===== src/rtl/cr16_mmio_pkg.sv =====
`default_nettype none
// ============================================================================
// Module      : cr16_mmio_pkg
// Description : Register offsets and TMR_CTRL bit indices of the CR16 MMIO
//               window, shared with assembler test programs.
// Revision    : 1.0 - initial release
// ============================================================================
package cr16_mmio_pkg;

    typedef logic [2:0] reg_offset_t;

    localparam reg_offset_t DISPLAY    = 3'd0;
    localparam reg_offset_t LEDS       = 3'd1;
    localparam reg_offset_t SWITCHES   = 3'd2;
    localparam reg_offset_t BTN_EVENTS = 3'd3;
    localparam reg_offset_t TMR_RELOAD = 3'd4;
    localparam reg_offset_t TMR_COUNT  = 3'd5;
    localparam reg_offset_t TMR_CTRL   = 3'd6;
    localparam reg_offset_t RESERVED   = 3'd7;

    localparam int ENABLE  = 0;
    localparam int EXPIRED = 1;

    function automatic int prescale_width(input int cycles);
        return (cycles > 1) ? $clog2(cycles) : 1;
    endfunction

endpackage
`default_nettype wire


===== src/rtl/cr16_mmio_responder_sync.sv =====
`default_nettype none
// ============================================================================
// Module      : sync_rise_detect
// Description : 2-flop synchronizer plus previous-value flop; gives the
//               synchronized level and a one-cycle rising-edge pulse.
// Revision    : 1.0 - initial release
// ============================================================================
module sync_rise_detect #(
    parameter int WIDTH = 1
) (
    input  logic             clk,
    input  logic             rst,
    input  logic [WIDTH-1:0] i_async,
    output logic [WIDTH-1:0] o_level,
    output logic [WIDTH-1:0] o_rise
);

    logic [WIDTH-1:0] r_meta;
    logic [WIDTH-1:0] r_sync;
    logic [WIDTH-1:0] r_prev;

    always_ff @(posedge clk) begin
        if (rst) begin
            r_meta <= '0;
            r_sync <= '0;
            r_prev <= '0;
        end else begin
            r_meta <= i_async;
            r_sync <= r_meta;
            r_prev <= r_sync;
        end
    end

    assign o_level = r_sync;
    assign o_rise  = r_sync & ~r_prev;

endmodule
`default_nettype wire


===== src/rtl/cr16_mmio_responder.sv =====
`default_nettype none
// ============================================================================
// Module      : cr16_mmio_responder
// Description : 8-word MMIO window on the CR16 external memory port: display,
//               LEDs, switches, button events and a prescaled down-timer.
// Revision    : 1.0 - initial release
// ============================================================================
module cr16_mmio_responder
    import cr16_mmio_pkg::*;
#(
    parameter logic [15:0] P_BASE_ADDRESS   = 16'hFFF8,
    parameter int          P_TIMER_PRESCALE = 50000
) (
    input  logic        I_CLK,
    input  logic        I_RESET,
    input  logic [15:0] I_MEM_ADDRESS,
    input  logic [15:0] I_MEM_DATA,
    input  logic        I_MEM_WRITE_ENABLE,
    output logic [15:0] O_MEM_DATA,
    input  logic [9:0]  I_SWITCHES,
    input  logic [3:0]  I_BUTTONS,
    output logic [15:0] O_DISPLAY_VALUE,
    output logic [4:0]  O_LEDS,
    output logic        O_TIMER_EXPIRED
);

    localparam int                 c_PSC_W    = prescale_width(P_TIMER_PRESCALE);
    localparam logic [c_PSC_W-1:0] c_PSC_LAST = c_PSC_W'(P_TIMER_PRESCALE - 1);

    logic [15:0]        r_display;
    logic [4:0]         r_leds;
    logic [3:0]         r_btn_events;
    logic [15:0]        r_reload;
    logic [15:0]        r_count;
    logic               r_enable;
    logic               r_expired;
    logic [c_PSC_W-1:0] r_prescale;
    logic [15:0]        r_rdata;

    logic [9:0]  w_sw_level;
    logic [9:0]  w_sw_rise_unused;
    logic [3:0]  w_btn_level_unused;
    logic [3:0]  w_btn_rise;
    logic        w_hit;
    reg_offset_t w_off;
    logic        w_wr;
    logic        w_reload_wr;
    logic        w_ctrl_wr;
    logic        w_tick;
    logic        w_expire;
    logic [3:0]  w_btn_clear;
    logic        w_exp_clear;
    logic [15:0] w_rd_value;

    sync_rise_detect #(.WIDTH(10)) u_sync_switches (
        .clk     (I_CLK),
        .rst     (I_RESET),
        .i_async (I_SWITCHES),
        .o_level (w_sw_level),
        .o_rise  (w_sw_rise_unused)
    );

    sync_rise_detect #(.WIDTH(4)) u_sync_buttons (
        .clk     (I_CLK),
        .rst     (I_RESET),
        .i_async (I_BUTTONS),
        .o_level (w_btn_level_unused),
        .o_rise  (w_btn_rise)
    );

    assign w_hit       = (I_MEM_ADDRESS[15:3] == P_BASE_ADDRESS[15:3]);
    assign w_off       = I_MEM_ADDRESS[2:0];
    assign w_wr        = w_hit && I_MEM_WRITE_ENABLE;
    assign w_reload_wr = w_wr && (w_off == TMR_RELOAD);
    assign w_ctrl_wr   = w_wr && (w_off == TMR_CTRL);
    assign w_tick      = r_enable && (r_prescale == c_PSC_LAST);
    // A reload write swallows a coincident tick, so it cannot expire either.
    assign w_expire    = w_tick && !w_reload_wr && (r_count == 16'd0);
    assign w_btn_clear = (w_wr && (w_off == BTN_EVENTS)) ? I_MEM_DATA[3:0] : 4'b0000;
    assign w_exp_clear = w_ctrl_wr && I_MEM_DATA[EXPIRED];

    always_comb begin
        w_rd_value = 16'h0000;
        if (w_hit) begin
            case (w_off)
                DISPLAY:    w_rd_value = r_display;
                LEDS:       w_rd_value = {11'b0, r_leds};
                SWITCHES:   w_rd_value = {6'b0, w_sw_level};
                BTN_EVENTS: w_rd_value = {12'b0, r_btn_events};
                TMR_RELOAD: w_rd_value = r_reload;
                TMR_COUNT:  w_rd_value = r_count;
                TMR_CTRL:   w_rd_value = {14'b0, r_expired, r_enable};
                default:    w_rd_value = 16'h0000;
            endcase
        end
    end

    always_ff @(posedge I_CLK) begin
        if (I_RESET) begin
            r_display    <= '0;
            r_leds       <= '0;
            r_btn_events <= '0;
            r_reload     <= '0;
            r_count      <= '0;
            r_enable     <= 1'b0;
            r_expired    <= 1'b0;
            r_prescale   <= '0;
            r_rdata      <= '0;
        end else begin
            r_rdata <= w_rd_value;

            if (w_wr && (w_off == DISPLAY)) r_display <= I_MEM_DATA;
            if (w_wr && (w_off == LEDS))    r_leds    <= I_MEM_DATA[4:0];
            if (w_ctrl_wr)                  r_enable  <= I_MEM_DATA[ENABLE];

            // Set terms are OR-ed in after the clear so a coincident event wins.
            r_btn_events <= (r_btn_events & ~w_btn_clear) | w_btn_rise;
            r_expired    <= (r_expired & ~w_exp_clear) | w_expire;

            if (w_reload_wr) begin
                r_reload   <= I_MEM_DATA;
                r_count    <= I_MEM_DATA;
                r_prescale <= '0;
            end else if (w_tick) begin
                r_prescale <= '0;
                if (r_count == 16'd0) r_count <= r_reload;
                else                  r_count <= r_count - 16'd1;
            end else if (r_enable) begin
                r_prescale <= r_prescale + 1'b1;
            end
        end
    end

    assign O_MEM_DATA      = r_rdata;
    assign O_DISPLAY_VALUE = r_display;
    assign O_LEDS          = r_leds;
    assign O_TIMER_EXPIRED = r_expired;

endmodule
`default_nettype wire

===== config.mk =====
export PLATFORM = sky130hd
export DESIGN_NAME = cr16_mmio_responder
export DESIGN_NICKNAME = d
export VERILOG_FILES = /design/src/rtl/cr16_mmio_pkg.sv /design/src/rtl/cr16_mmio_responder_sync.sv /design/src/rtl/cr16_mmio_responder.sv
export SDC_FILE = /design/constraint.sdc
export NUM_CORES = 1
export LEC_CHECK = 0
export BUFFER_PORTS_ARGS = -buffer_cell sky130_fd_sc_hd__buf_2
export CAP_MARGIN = 25
export CORE_MARGIN = 4
export CORE_UTILIZATION = 50
export DETAILED_ROUTE_END_ITERATION = 7
export GPL_TIMING_DRIVEN = 0
export HOLD_SLACK_MARGIN = 0.1
export PLACE_DENSITY = 0.75
export SYNTH_ARGS = -nofsm -noshare
export SYNTH_HDL_FRONTEND = slang
export SYNTH_SLANG_ARGS = --single-unit

===== constraint.sdc =====
create_clock -name I_CLK -period 3.1 [get_ports I_CLK]
set_input_delay 0.31 -clock I_CLK [delete_from_list [all_inputs] [get_ports I_CLK]]
set_output_delay 0.31 -clock I_CLK [all_outputs]
set_load 0.005 [all_outputs]

# Word-level counts from Yosys, hierarchy flattened

Index checks and enable logic that the tools add are counted.

Flip-flop bits (word level): 123
Bits of input ports: 49
Output and inout port bits: 38
Word-level logic and storage cells: 54

$add $sub $neg: 2
Equality and inequality tests: 8
Multiplexer cells: 5
Bitwise logic cells: 9
Reductions and logical operators: 16

Operators with widths:

| operator                                            | number |
|---|---|
| case mux 16 bit (7 select lines)                    | 1 |
| 2-to-1 mux 16 bit                                   | 3 |
| adder 16 x 1 -> 16 bit, second input constant       | 1 |
| equality test 16 bit, second input constant         | 1 |
| zero test 16 bit                                    | 1 |
| subtractor 16 x 1 -> 16 bit, second input constant  | 1 |
| equality test 13 bit, second input constant         | 1 |
| logical AND 1 bit                                   | 10 |
| equality test 3 bit, second input constant          | 3 |
| bitwise AND 4 bit                                   | 2 |
| NOT 4 bit                                           | 2 |
| equality test 3 x 2 -> 1 bit, second input constant | 2 |
| 2-to-1 mux 4 bit                                    | 1 |
| bitwise OR 4 bit                                    | 1 |
| equality test 3 x 1 -> 1 bit, second input constant | 1 |
| zero test 3 bit                                     | 1 |
| OR reduction 3 bit                                  | 1 |
| NOT 1 bit                                           | 2 |
| nonzero test 2 bit                                  | 1 |
| OR reduction 2 bit                                  | 1 |
| bitwise AND 1 bit                                   | 1 |
| zero test 1 bit                                     | 1 |
| bitwise OR 1 bit                                    | 1 |

# Logic depth before layout (Yosys ltp)

Gate-level depths: netlist (run 1).

Depth in word-level cells: 7
Gate-level depth with buffers: 9
Mapped depth without buffers: 8

# Hierarchy

Synthesis (run 1) repeated with hierarchy kept, for this count alone.

Cells, all modules: 665
Area total of the unflattened synthesis: 5,736.8 um2

By module, submodules not included:

| module                             | instances | cells each | area each (um2) | seq. area each (um2) |
|---|---|---|---|---|
| cr16_mmio_responder                | 1         | 563        | 4,400.5         | 1,821.7 |
| sync_rise_detect (u_sync_switches) | 1         | 73         | 944.7           | 600.6 |
| sync_rise_detect (u_sync_buttons)  | 1         | 29         | 391.6           | 240.2 |

# Worst setup path before layout (run 1)

Ideal clock, no wire load.

Kind: register to register
Start point: register r_count[0]
End point: register r_count[10]
Arrival: 2.155 ns
Data required time: 3.030 ns
Path slack: 0.875 ns
Cell stages (with the launch flop): 10
Buffers on the path: 1
Path through: dfxtp_1 > inv_1 > ha_1 > or4b_1 > clkbuf_1 > or4_1 > o21ai_0 > a21oi_1 > a211o_1 > a21oi_1

Longest elaborated chain between the ends: 4

Ends and longest elaborated chain:

| element                                                         | line                                                   | source |
|---|---|---|
| from (decl)                                                     | cr16_mmio_responder.sv:34                              | `logic [15:0] r_count;` |
| from (signal assigned)                                          | cr16_mmio_responder.sv:126                             | `if (r_count == 16'd0) r_count <= r_reload;` |
| from (signal assigned)                                          | cr16_mmio_responder.sv:127                             | `else r_count <= r_count - 16'd1;` |
| subtractor 16 x 1 -> 16 bit or zero test 16 bit (tied branches) | cr16_mmio_responder.sv:127, cr16_mmio_responder.sv:126 |  |
| 2-to-1 mux 16 bit (*)                                           | cr16_mmio_responder.sv:126                             |  |
| 2-to-1 mux 16 bit (*)                                           | cr16_mmio_responder.sv:124                             | `end else if (w_tick) begin` |
| 2-to-1 mux 16 bit (*)                                           | cr16_mmio_responder.sv:120                             | `if (w_reload_wr) begin` |

Every way passes the cells marked *; elsewhere a longest branch is shown, timed or not. The select of a mux whose other input is x is not followed.
A chain may end at the register's enable or synchronous reset.

# Worst setup path in the final report (run 1)

Start point: register r_enable
End point: register r_count[5]

Longest elaborated chain between the ends: 2

Ends and longest elaborated chain:

| element                             | line                       | source |
|---|---|---|
| from (decl)                         | cr16_mmio_responder.sv:35  | `logic r_enable;` |
| from (signal assigned)              | cr16_mmio_responder.sv:114 | `if (w_ctrl_wr) r_enable <= I_MEM_DATA[ENABLE];` |
| logical AND 1 bit                   | cr16_mmio_responder.sv:76  | `assign w_tick = r_enable && (r_prescale == c_PSC_LAST);` |
| nonzero test 2 bit (no source line) | --                         |  |

Every way passes these cells.

==> impl_metrics.csv, run 1 <==
group,metric,value,unit
clock_network,clock_latency,0.52,ns
finish,drive_gt1_share,17.4,%
logic_synthesis,synth_area_per_cell,8.43,um2
floorplan,placement_rows,37,
sta,worst-slew-pin-transition,0.849,ns
floorplan,design.core.area,10300,um2
finish,design_area,6750,um2
sta,clock-skew-final,0.00933,ns
logic_synthesis,synthesis.yosys.warnings,0,
sta,final_period_minus_worst_setup_slack,2.73,ns
placed_design,port_buffers,85,
power,power.static_leakage,2.57,nW
global_routing,maximum_number_of_pins_on_one_net_before_global_route_repair,17,
detailed_routing,drt-total-wl,15200,um
finish,final_common_cell,"dfxtp_1",
logic_synthesis,synthesis.area,5280,um2
sta,timing.max_slew.rel_slack,43.0,%
logic_synthesis,synth_enable_flop_cells,0,
power,power.ir.vdd_worst,0.000342,V
global_routing,first_global_vias,5128,
sta,max_freq,366,MHz
sta,hold_viol,0,
worst_setup_path,cp_cell_sequence,"clkbuf_1 > nand4_1 > nor3_1 > clkbuf_1 > a21boi_0 > o21ai_0 > a21oi_1",
placed_design,post-dp-hpwl,10600,um
logic_synthesis,ys_async_sr_fraction,0,%
worst_setup_path,critical_path.most_common_cell,"clkbuf_1",
outcome,status,"complete, no violations",
detailed_routing,num_vias,5107,
global_routing,grt_first_pass_wirelength,25100,um
global_routing,global_route.overflow_total,0,
worst_setup_path,worst_setup_path_end_kind,"register",
worst_setup_path,peak_per_stage_delay_on_the_critical_path,0.76,ns
logic_synthesis,number_of_library_cell_types_mapped_by_synthesis,51,
clock_network,cts_resized,0,
worst_setup_path,cpMaxStageDelayCell,"nor3_1",
worst_setup_path,startpoint_type,"register",
floorplan,y_dimension_of_the_die,111,um
clock_network,clock_sink_count,123,
detailed_routing,vias_per_cell,5.62,
run,maxCapViolations,0,
clock_network,clkTransAtPathRegs,0.06,ns
logic_synthesis,synth-seq-cells,123,
worst_setup_path,critical_path.top_delay_family,"simple AND/OR/NAND/NOR gates",
detailed_routing,detail-route-antenna-nets,0,
logic_synthesis,synth-main-ff-cell,"dfxtp_1",
sta,final_min_period_over_clock_period,88.2,%
sta,setup_viol,0,
floorplan,ios,87,
worst_setup_path,arrival,3.17,ns
sta,rsz0062_at_grt,"no",
worst_setup_path,worstSetupPathDepth,7,
clock_network,clock_tree.root_cell,"clkbuf_8",
detailed_routing,drt_iter0_markers,352,
detailed_routing,detailed_routing_iterations_pass_1,5,
clock_network,numCtsBuffers,17,
clock_network,postCtsSetupBuffers,0,
sta,number_of_max_slew_violations_in_the_final_report,0,
finish,num_antenna_cells,0,
clock_network,htree_num_levels,4,
worst_setup_path,cp_max_fo,10,
finish,nNetsFinal,811,
clock_network,cts_max_path_buffers,2,
finish,layout_common_cells,"dfxtp_1 (123), nand2_1 (91), buf_2 (89)",
logic_synthesis,syn-instance-count,626,
sta,total_negative_setup_slack,0,ns
floorplan,die_area,12300,um2
detailed_routing,drt_drc_violations_left,0,
worst_setup_path,worst_r2r_path_depth,7,
logic_synthesis,synth_sequential_area_ratio,46.7,%
finish,area_growth,27.9,%
placed_design,placed_area,5880,um2
clock_network,hold_buffers,28,
clock_network,cts_tree,"done",
worst_setup_path,worstSetupPathType,"reg -> reg",
detailed_routing,drt-wirelength-per-cell,16.8,um
logic_synthesis,syn-num-nets,678,
global_routing,grt_util_all_layers,25.0,%
min_path,cell_count_of_the_worst_hold_path,3,
floorplan,start_util,51.3,%
min_path,timing.hold.worst.class,"in -> reg",
global_routing,grt_antenna_before_repair,0,
worst_setup_path,critPathBufInv,2,
worst_setup_path,required_time_reported_for_the_critical_path_endpoint,3.54,ns
floorplan,die_width,111,um
power,power_per_cell_area,557,nW/um2
placed_design,gp_congestion,0.929,
-- registers in the layout, summed over array words and instances, names as in the netlist, 5 cells and up --
signal                   flops
O_MEM_DATA                  16
r_count                     16
u_sync_switches.o_level     10
r_reload                    16
r_prescale                  16
u_sync_switches.r_meta      10
O_DISPLAY_VALUE             16
O_LEDS                       5
-- final timing paths --
| check | start | endpoint | slack (ns) |
|---|---|---|---|
| worst max-delay path | r_enable | r_count[5] | 0.37 |
| worst min-delay path | I_MEM_DATA[0] | O_DISPLAY_VALUE[0] | 0.11 |
| worst max register to register | r_enable | r_count[5] | 0.37 |
| worst min register to register | u_sync_switches.r_meta[8] | u_sync_switches.o_level[8] | 0.44 |
-- cell families after synthesis --
group | Yosys count | share of synthesized area, %
buffers and inverters | 52 | 3.77
muxes | 24 | 5.34
and+or+nand+nor | 271 | 25.5
xor gates and xnor gates | 14 | 2.32
adders and majority gates | 3 | 0.712
DFF | 123 | 46.7
AOI/OAI and AO/OA | 139 | 15.7
-- layout make-up --
| class | count | area (um2) |
|---|---|---|
| clock buffers | 17 | 414 |
| plain buffers | 41 | 158 |
| fillers | 862 | 3530 |
| multi-input cells | 451 | 2610 |
| flip-flops and latches | 123 | 2460 |
| well taps | 136 | 170 |
| repair buffers | 114 | 711 |
| clock inverters | 15 | 178 |
| inverters | 11 | 41.3 |
-- per-layer routing --
metal	up-vias	share of wire, %	track usage, %
met4	0	3.3	12.8
met1	2372	41	30.4
li1	2455	-	-
met5	-	0	0
met3	47	7.4	5.57
met2	233	48	41.3
-- stage by stage --
step | util, % | hold WS (ns) | worst slack [ns] | total power, mW | std cells
after floorplan | - | 0.414 | 0.875 | 1.71 | 626
after global placement | 57.1 | 0.417 | 0.415 | 1.77 | 847
after detailed placement | 57.2 | 0.420 | 0.382 | 1.78 | 848
final | 65.7 | 0.111 | 0.367 | 3.76 | 908
after global routing | 65.7 | 0.111 | 0.143 | 3.88 | 908
after CTS | 65.7 | 0.101 | 0.422 | 3.77 | 908
-- cell usage after synthesis (all sizes together), types with 4 or more instances --
master	n	share of area [%]
a211o	5	0.83
mux2i	18	3.4
nand2b	6	0.71
o21ai	16	1.5
inv	11	0.78
xor2	9	1.5
nand3	17	1.6
nor4	4	0.88
or4	5	0.71
a211oi	8	1.1
a22oi	6	0.85
a21oi	74	7.0
clkbuf	37	2.6
or3	9	1.1
nor2	58	4.1
nor2b	35	4.2
nor3	21	2.3
o22ai	4	0.47
and3	6	0.71
dfxtp	123	47
xnor2	5	0.83
nand2	91	6.5
nand4	9	1.1
a31oi	7	0.83
buf	4	0.36
-- power breakdown --
group          internal, mW  switching [mW]  total [mW]
sequential             1.60         0.00587        1.61
clock                  1.17           0.813        1.99
combinational        0.0738          0.0903       0.164
-- worst reg2reg max path, cell delays in order, from the launching register on --
cell and delay, ns:
dfxtp_1 0.30, clkbuf_1 0.33, nand4_1 0.27, nor3_1 0.76, clkbuf_1 0.50, a21boi_0 0.22
o21ai_0 0.10, a21oi_1 0.16
No activity file was read; power rests on OpenSTA's default activity.
==> inputs of run 2 (changes only) <==
==> constraint.sdc (replaced) <==
create_clock -name I_CLK -period 3.1 [get_ports I_CLK]
set_input_delay 0.62 -clock I_CLK [delete_from_list [all_inputs] [get_ports I_CLK]]
set_output_delay 0.62 -clock I_CLK [all_outputs]
set_load 0.005 [all_outputs]
==> run 2 against run 1 <==
Non-clock buffer count fell by 28. Critical path type unchanged. Cell count is 3.1% lower. Hold slack better by 0.20 ns. Highest routed layer unchanged.
==> impl_metrics.csv, run 2 (same netlist as run 1, synthesis figures left out) <==
group,metric,value,unit
sta,setup_viol,0,
global_routing,grt_first_pass_wirelength,24300,um
power,sw_frac_of_total,24.2,%
floorplan,design.core.area,10300,um2
power,p_clk_share,53.3,%
outcome,status,"complete, no violations",
worst_setup_path,startpoint_type,"register",
detailed_routing,detailed_routing_iterations_pass_1,5,
clock_network,htree_num_levels,4,
power,power.static_leakage,2.45,nW
detailed_routing,vias_per_cell,5.65,
detailed_routing,detail-route-antenna-nets,0,
global_routing,global_route.overflow_total,0,
sta,final_period_minus_worst_setup_slack,2.73,ns
worst_setup_path,cp_max_fo,10,
clock_network,cts_tree,"done",
sta,hold_viol,0,
clock_network,postCtsSetupBuffers,0,
sta,total_negative_setup_slack,0,ns
detailed_routing,drt-total-wl,14800,um
floorplan,ios,87,
power,power_per_cell_area,577,nW/um2
power,power.switching,904,uW
power,power.ir.vdd_worst,0.000330,V
floorplan,placement_rows,37,
detailed_routing,drt_drc_violations_left,0,
sta,worst-slew-pin-transition,0.844,ns
detailed_routing,drt-wirelength-per-cell,16.8,um
clock_network,clock_sink_count,123,
sta,timing.max_slew.rel_slack,43.3,%
placed_design,gp_congestion,0.929,
sta,rsz0062_at_grt,"no",
clock_network,clock_tree.root_cell,"clkbuf_8",
clock_network,clock_latency,0.52,ns
global_routing,maximum_number_of_pins_on_one_net_before_global_route_repair,17,
floorplan,start_util,51.3,%
finish,layout_common_cells,"dfxtp_1 (123), nand2_1 (91), buf_2 (89)",
finish,area_growth,22.6,%
power,pwr-share-seq,43.1,%
finish,nNetsFinal,783,
worst_setup_path,worstSetupPathType,"reg -> reg",
placed_design,port_buffers,85,
worst_setup_path,required_time_reported_for_the_critical_path_endpoint,3.54,ns
run,maxCapViolations,0,
clock_network,clkTransAtPathRegs,0.06,ns
global_routing,grt_antenna_before_repair,0,
power,internal_power,2.83,mW
clock_network,hold_buffers,0,
sta,clock-skew-final,0.00777,ns
finish,num_antenna_cells,0,
min_path,timing.hold.worst.class,"in -> reg",
placed_design,placed_area,5880,um2
finish,final_common_cell,"dfxtp_1",
floorplan,die_area,12300,um2
global_routing,first_global_vias,4893,
placed_design,post-dp-hpwl,10600,um
power,share_comb_of_total_power,3.7,%
detailed_routing,num_vias,4976,
clock_network,cts_resized,0,
worst_setup_path,arrival,3.17,ns
sta,max_freq,366,MHz
detailed_routing,drt_iter0_markers,327,
floorplan,y_dimension_of_the_die,111,um
sta,number_of_max_slew_violations_in_the_final_report,0,
finish,fin_util,62.9,%
clock_network,numCtsBuffers,17,
sta,final_min_period_over_clock_period,88.1,%
finish,design_area,6470,um2
worst_setup_path,worst_setup_path_end_kind,"register",
clock_network,cts_max_path_buffers,2,
global_routing,grt_util_all_layers,24.3,%
finish,drive_gt1_share,18.0,%
floorplan,die_width,111,um
run 2: cell types whose count changed in the layout (fill, tap and decap cells not counted):
cell,delta
dlygate4sd3_1,-28
run 2: critical path, stage by stage (launching register included):
cell,delay (ns)
dfxtp_1,0.30
clkbuf_1,0.33
nand4_1,0.27
nor3_1,0.76
clkbuf_1,0.51
a21boi_0,0.22
o21ai_0,0.10
a21oi_1,0.16
run 2: worst paths after layout:
check | startpoint | endpoint | slack (ns) | cells past startpoint
worst min register to register | u_sync_switches.r_meta[8] | u_sync_switches.o_level[8] | 0.44 | 1
worst max-delay path | r_enable | r_count[5] | 0.37 | 7
worst max register to register | r_enable | r_count[5] | 0.37 | 7
worst min-delay path | I_BUTTONS[2] | u_sync_buttons.r_meta[2] | 0.31 | 2
run 2: layout make-up:
cell class | instances | area, um2
fillers | 898 | 3810
clock inverters | 15 | 178
multi-input cells | 451 | 2610
clock buffers | 17 | 414
inverters | 11 | 41.3
well taps | 136 | 170
repair buffers | 86 | 430
flip-flops and latches | 123 | 2460
plain buffers | 41 | 158
run 2: metrics by stage:
stage	hold WS, ns	power [mW]	cells	setup WS, ns
after global routing	0.312	3.85	880	0.143
after global placement	0.417	1.77	847	0.105
after detailed placement	0.420	1.78	848	0.0724
after floorplan	0.414	1.71	626	0.631
after CTS	0.305	3.74	880	0.422
final	0.312	3.73	880	0.368
run 2: power by group through the flow:
stage | sequential [mW] | clock (mW) | combinational (mW)
6_report | 1.61 | 1.99 | 0.136
5_1_grt | 1.61 | 2.09 | 0.150
4_1_cts | 1.61 | 2.00 | 0.136
3_5_place_dp | 1.64 | 0 | 0.135
3_3_place_gp | 1.64 | 0 | 0.132
2_1_floorplan | 1.64 | 0 | 0.0682
run 2: routing by layer:
layer	share of wire, %	track usage, %	vias up
li1	-	-	2397
met1	41	30.0	2307
met2	48	40.2	228
met3	8.1	5.40	44
met4	3.3	11.4	0
met5	0	0	-
==> inputs of run 3 (changes only) <==
--- a/config.mk
+++ b/config.mk
@@ -5,6 +5,7 @@
 export SDC_FILE = /design/constraint.sdc
 export NUM_CORES = 1
 export LEC_CHECK = 0
+export ABC_AREA = 1
 export BUFFER_PORTS_ARGS = -buffer_cell sky130_fd_sc_hd__buf_2
 export CAP_MARGIN = 25
 export CORE_MARGIN = 4
@@ -12,7 +13,7 @@
 export DETAILED_ROUTE_END_ITERATION = 7
 export GPL_TIMING_DRIVEN = 0
 export HOLD_SLACK_MARGIN = 0.1
-export PLACE_DENSITY = 0.75
+export PLACE_DENSITY = 0.74
 export SYNTH_ARGS = -nofsm -noshare
 export SYNTH_HDL_FRONTEND = slang
 export SYNTH_SLANG_ARGS = --single-unit
==> run 3 against run 2 <==
Hold slack better by 0.083 ns. Die area increased by 8.4%. Non-clock buffer count down 17. Combinational power is essentially flat. Synthesized area rose by 9.1%. Critical path depth up 4. Sequential share of layout area is 2.6 points lower.
==> impl_metrics.csv, run 3 <==
group,metric,value,unit
outcome,status,"complete, no violations",
global_routing,grt_antenna_before_repair,0,
logic_synthesis,number_of_library_cell_types_mapped_by_synthesis,45,
logic_synthesis,yosys-top-cells-area,"dfxtp_1 (43%), nand2_1 (13%), nor2_1 (8.0%), inv_1 (6.5%), nand3_1 (4.2%)",
logic_synthesis,yosys.cell_count.top_type,"nand2_1",
floorplan,design.core.area,11000,um2
floorplan,ios,87,
global_routing,global_route.overflow_total,0,
finish,layout_common_cells,"nand2_1 (201), dfxtp_1 (123), nor2_1 (122)",
sta,total_negative_setup_slack,0,ns
sta,clock-skew-final,0.00713,ns
worst_setup_path,required_time_reported_for_the_critical_path_endpoint,3.42,ns
power,power.ir.vdd_worst,0.000520,V
worst_setup_path,cpMaxStageDelayCell,"dfxtp_1",
logic_synthesis,synth-main-ff-cell,"dfxtp_1",
sta,max_freq,548,MHz
sta,setup_viol,0,
sta,rsz0062_at_grt,"no",
finish,area_occupied_by_multi_input_gates,2740,um2
worst_setup_path,peak_per_stage_delay_on_the_critical_path,0.33,ns
worst_setup_path,arrival,2.14,ns
finish,nNetsFinal,975,
logic_synthesis,syn-instance-count,818,
detailed_routing,drt_iter0_markers,570,
min_path,timing.hold.worst.class,"in -> reg",
clock_network,numCtsBuffers,17,
logic_synthesis,synthesis.yosys.warnings,0,
logic_synthesis,synth_area_per_cell,7.04,um2
finish,final_common_cell,"nand2_1",
detailed_routing,drt_drc_violations_left,0,
clock_network,htree_num_levels,4,
clock_network,clock_latency,0.43,ns
sta,hold_viol,0,
finish,design_area,6940,um2
floorplan,y_dimension_of_the_die,115,um
finish,drive_gt1_share,19.7,%
worst_setup_path,cp_max_fo,9,
sta,final_period_minus_worst_setup_slack,1.82,ns
clock_network,hold_buffers,0,
worst_setup_path,startpoint_type,"register",
global_routing,maximum_number_of_pins_on_one_net_before_global_route_repair,17,
sta,final_min_period_over_clock_period,58.8,%
sta,worst-slew-pin-transition,0.635,ns
sta,number_of_max_slew_violations_in_the_final_report,0,
global_routing,first_global_vias,5251,
worst_setup_path,critical_path.most_common_cell,"nand2_1",
logic_synthesis,synth_sequential_area_ratio,42.8,%
detailed_routing,drt-wirelength-per-cell,15.1,um
logic_synthesis,ys_async_sr_fraction,0,%
logic_synthesis,syn-num-nets,870,
global_routing,grt_util_all_layers,24.8,%
clock_network,cts_tree,"done",
floorplan,placement_rows,38,
placed_design,port_buffers,86,
detailed_routing,vias_per_cell,5.30,
placed_design,gp_congestion,0.953,
clock_network,cts_max_path_buffers,2,
sta,timing.max_slew.rel_slack,57.7,%
placed_design,placed_area,6360,um2
worst_setup_path,worstSetupPathType,"reg -> reg",
clock_network,clkTransAtPathRegs,0.06,ns
power,power.static_leakage,3.16,nW
sta,timing.hold.ws,0.395,ns
finish,num_antenna_cells,0,
clock_network,clock_sink_count,123,
logic_synthesis,yosys.area.top_type_share,42.8,%
logic_synthesis,synth_enable_flop_cells,0,
clock_network,clock_tree.root_cell,"clkbuf_16",
detailed_routing,detailed_routing_iterations_pass_1,6,
detailed_routing,drt-total-wl,16200,um
detailed_routing,detail-route-antenna-nets,0,
worst_setup_path,worst_setup_path_end_kind,"register",
logic_synthesis,post_synth_most_frequent_cells,"nand2_1 (201), dfxtp_1 (123), nor2_1 (122)",
finish,fillers,1018,
global_routing,grt_first_pass_wirelength,25400,um
logic_synthesis,synth-seq-cells,123,
placed_design,post-dp-hpwl,12100,um
worst_setup_path,cp_cell_sequence,"inv_1 > ha_1 > nand3_1 > nor2_4 > nand2_4 > nand3_1 > nand2_1 > nand2_1 > nand2_1 > nand2_1 > nand2_1",
clock_network,postCtsSetupBuffers,0,
logic_synthesis,synthesis.area,5760,um2
finish,layout.area.seq,2460,um2
floorplan,die_width,115,um
floorplan,start_util,52.2,%
floorplan,die_area,13300,um2
run,maxCapViolations,0,
clock_network,cts_resized,0,
detailed_routing,num_vias,5694,
logic_synthesis,yosys.area.top_type,"dfxtp_1",
finish,area_growth,20.6,%
power,power_per_cell_area,531,nW/um2
-- run 3: cell types whose count changed after synthesis, sizes merged, moves of 9 or more --
cell,change
o21ai,+22
inv,+99
or3,-9
a21oi,-32
clkbuf,-32
nor2,+82
nand3,+33
nor2b,-35
mux2i,-18
buf,+15
nand2,+119
-- run 3: path summary, 6_finish.rpt --
| path | to | slack, ns | from | cells past startpoint |
|---|---|---|---|---|
| max | r_count[6] | 1.28 | r_count[0] | 11 |
| min | u_sync_buttons.r_meta[3] | 0.40 | I_BUTTONS[3] | 3 |
| max reg2reg | r_count[6] | 1.28 | r_count[0] | 11 |
| min reg2reg | u_sync_switches.o_level[3] | 0.40 | u_sync_switches.r_meta[3] | 2 |
-- run 3: critical path, delay by kind of cell (launching register included) --
family,cells,cell delay [ns]
buffers and inverters,1,0.19
and+or+nand+nor,9,0.93
adders and majority gates,1,0.28
DFF,1,0.33
-- run 3: kinds of logic after synthesis --
family | count (synthesis) | synth area share, %
adder cells (fa/ha/maj) | 3 | 0.652
flip-flops | 123 | 42.8
XOR/XNOR | 6 | 0.913
buffers and inverters | 135 | 9.59
AND/OR/NAND/NOR | 439 | 34.2
AO/OA/AOI/OAI | 112 | 11.9
-- run 3: layout make-up --
type                       instances  share of cell area [%]
multi-input combinational        560                    39.5
clock inverter                    13                    2.05
sequential                       123                    35.5
tap                              140                    2.52
timing repair buffer              86                    6.20
buffer                            24                    1.91
inverter                         111                    6.04
clock buffer                      18                    6.33
-- run 3: layer usage --
layer	share of wire, %	GRT usage (%)	vias to the layer above
met5	0	0	-
met4	3.6	12.5	0
met3	9.1	6.95	50
met2	46	38.5	270
met1	42	31.7	2558
li1	-	-	2816
-- run 3: where the power goes --
group          leakage [nW]  switching [mW]  internal, mW  total, mW
combinational          1.89          0.0932        0.0445      0.138
sequential            0.997         0.00582          1.60       1.61
clock                 0.271           0.742          1.20       1.94
-- run 3: metrics by stage --
stage | util [%] | cells | power, mW | setup WS, ns
global placement | 57.7 | 1044 | 1.78 | 1.10
global route | 62.9 | 1075 | 3.81 | 1.12
CTS | 62.9 | 1075 | 3.71 | 1.30
floorplan | - | 818 | 1.71 | 1.47
detailed placement | 57.7 | 1044 | 1.78 | 1.07
finish | 62.9 | 1075 | 3.69 | 1.28
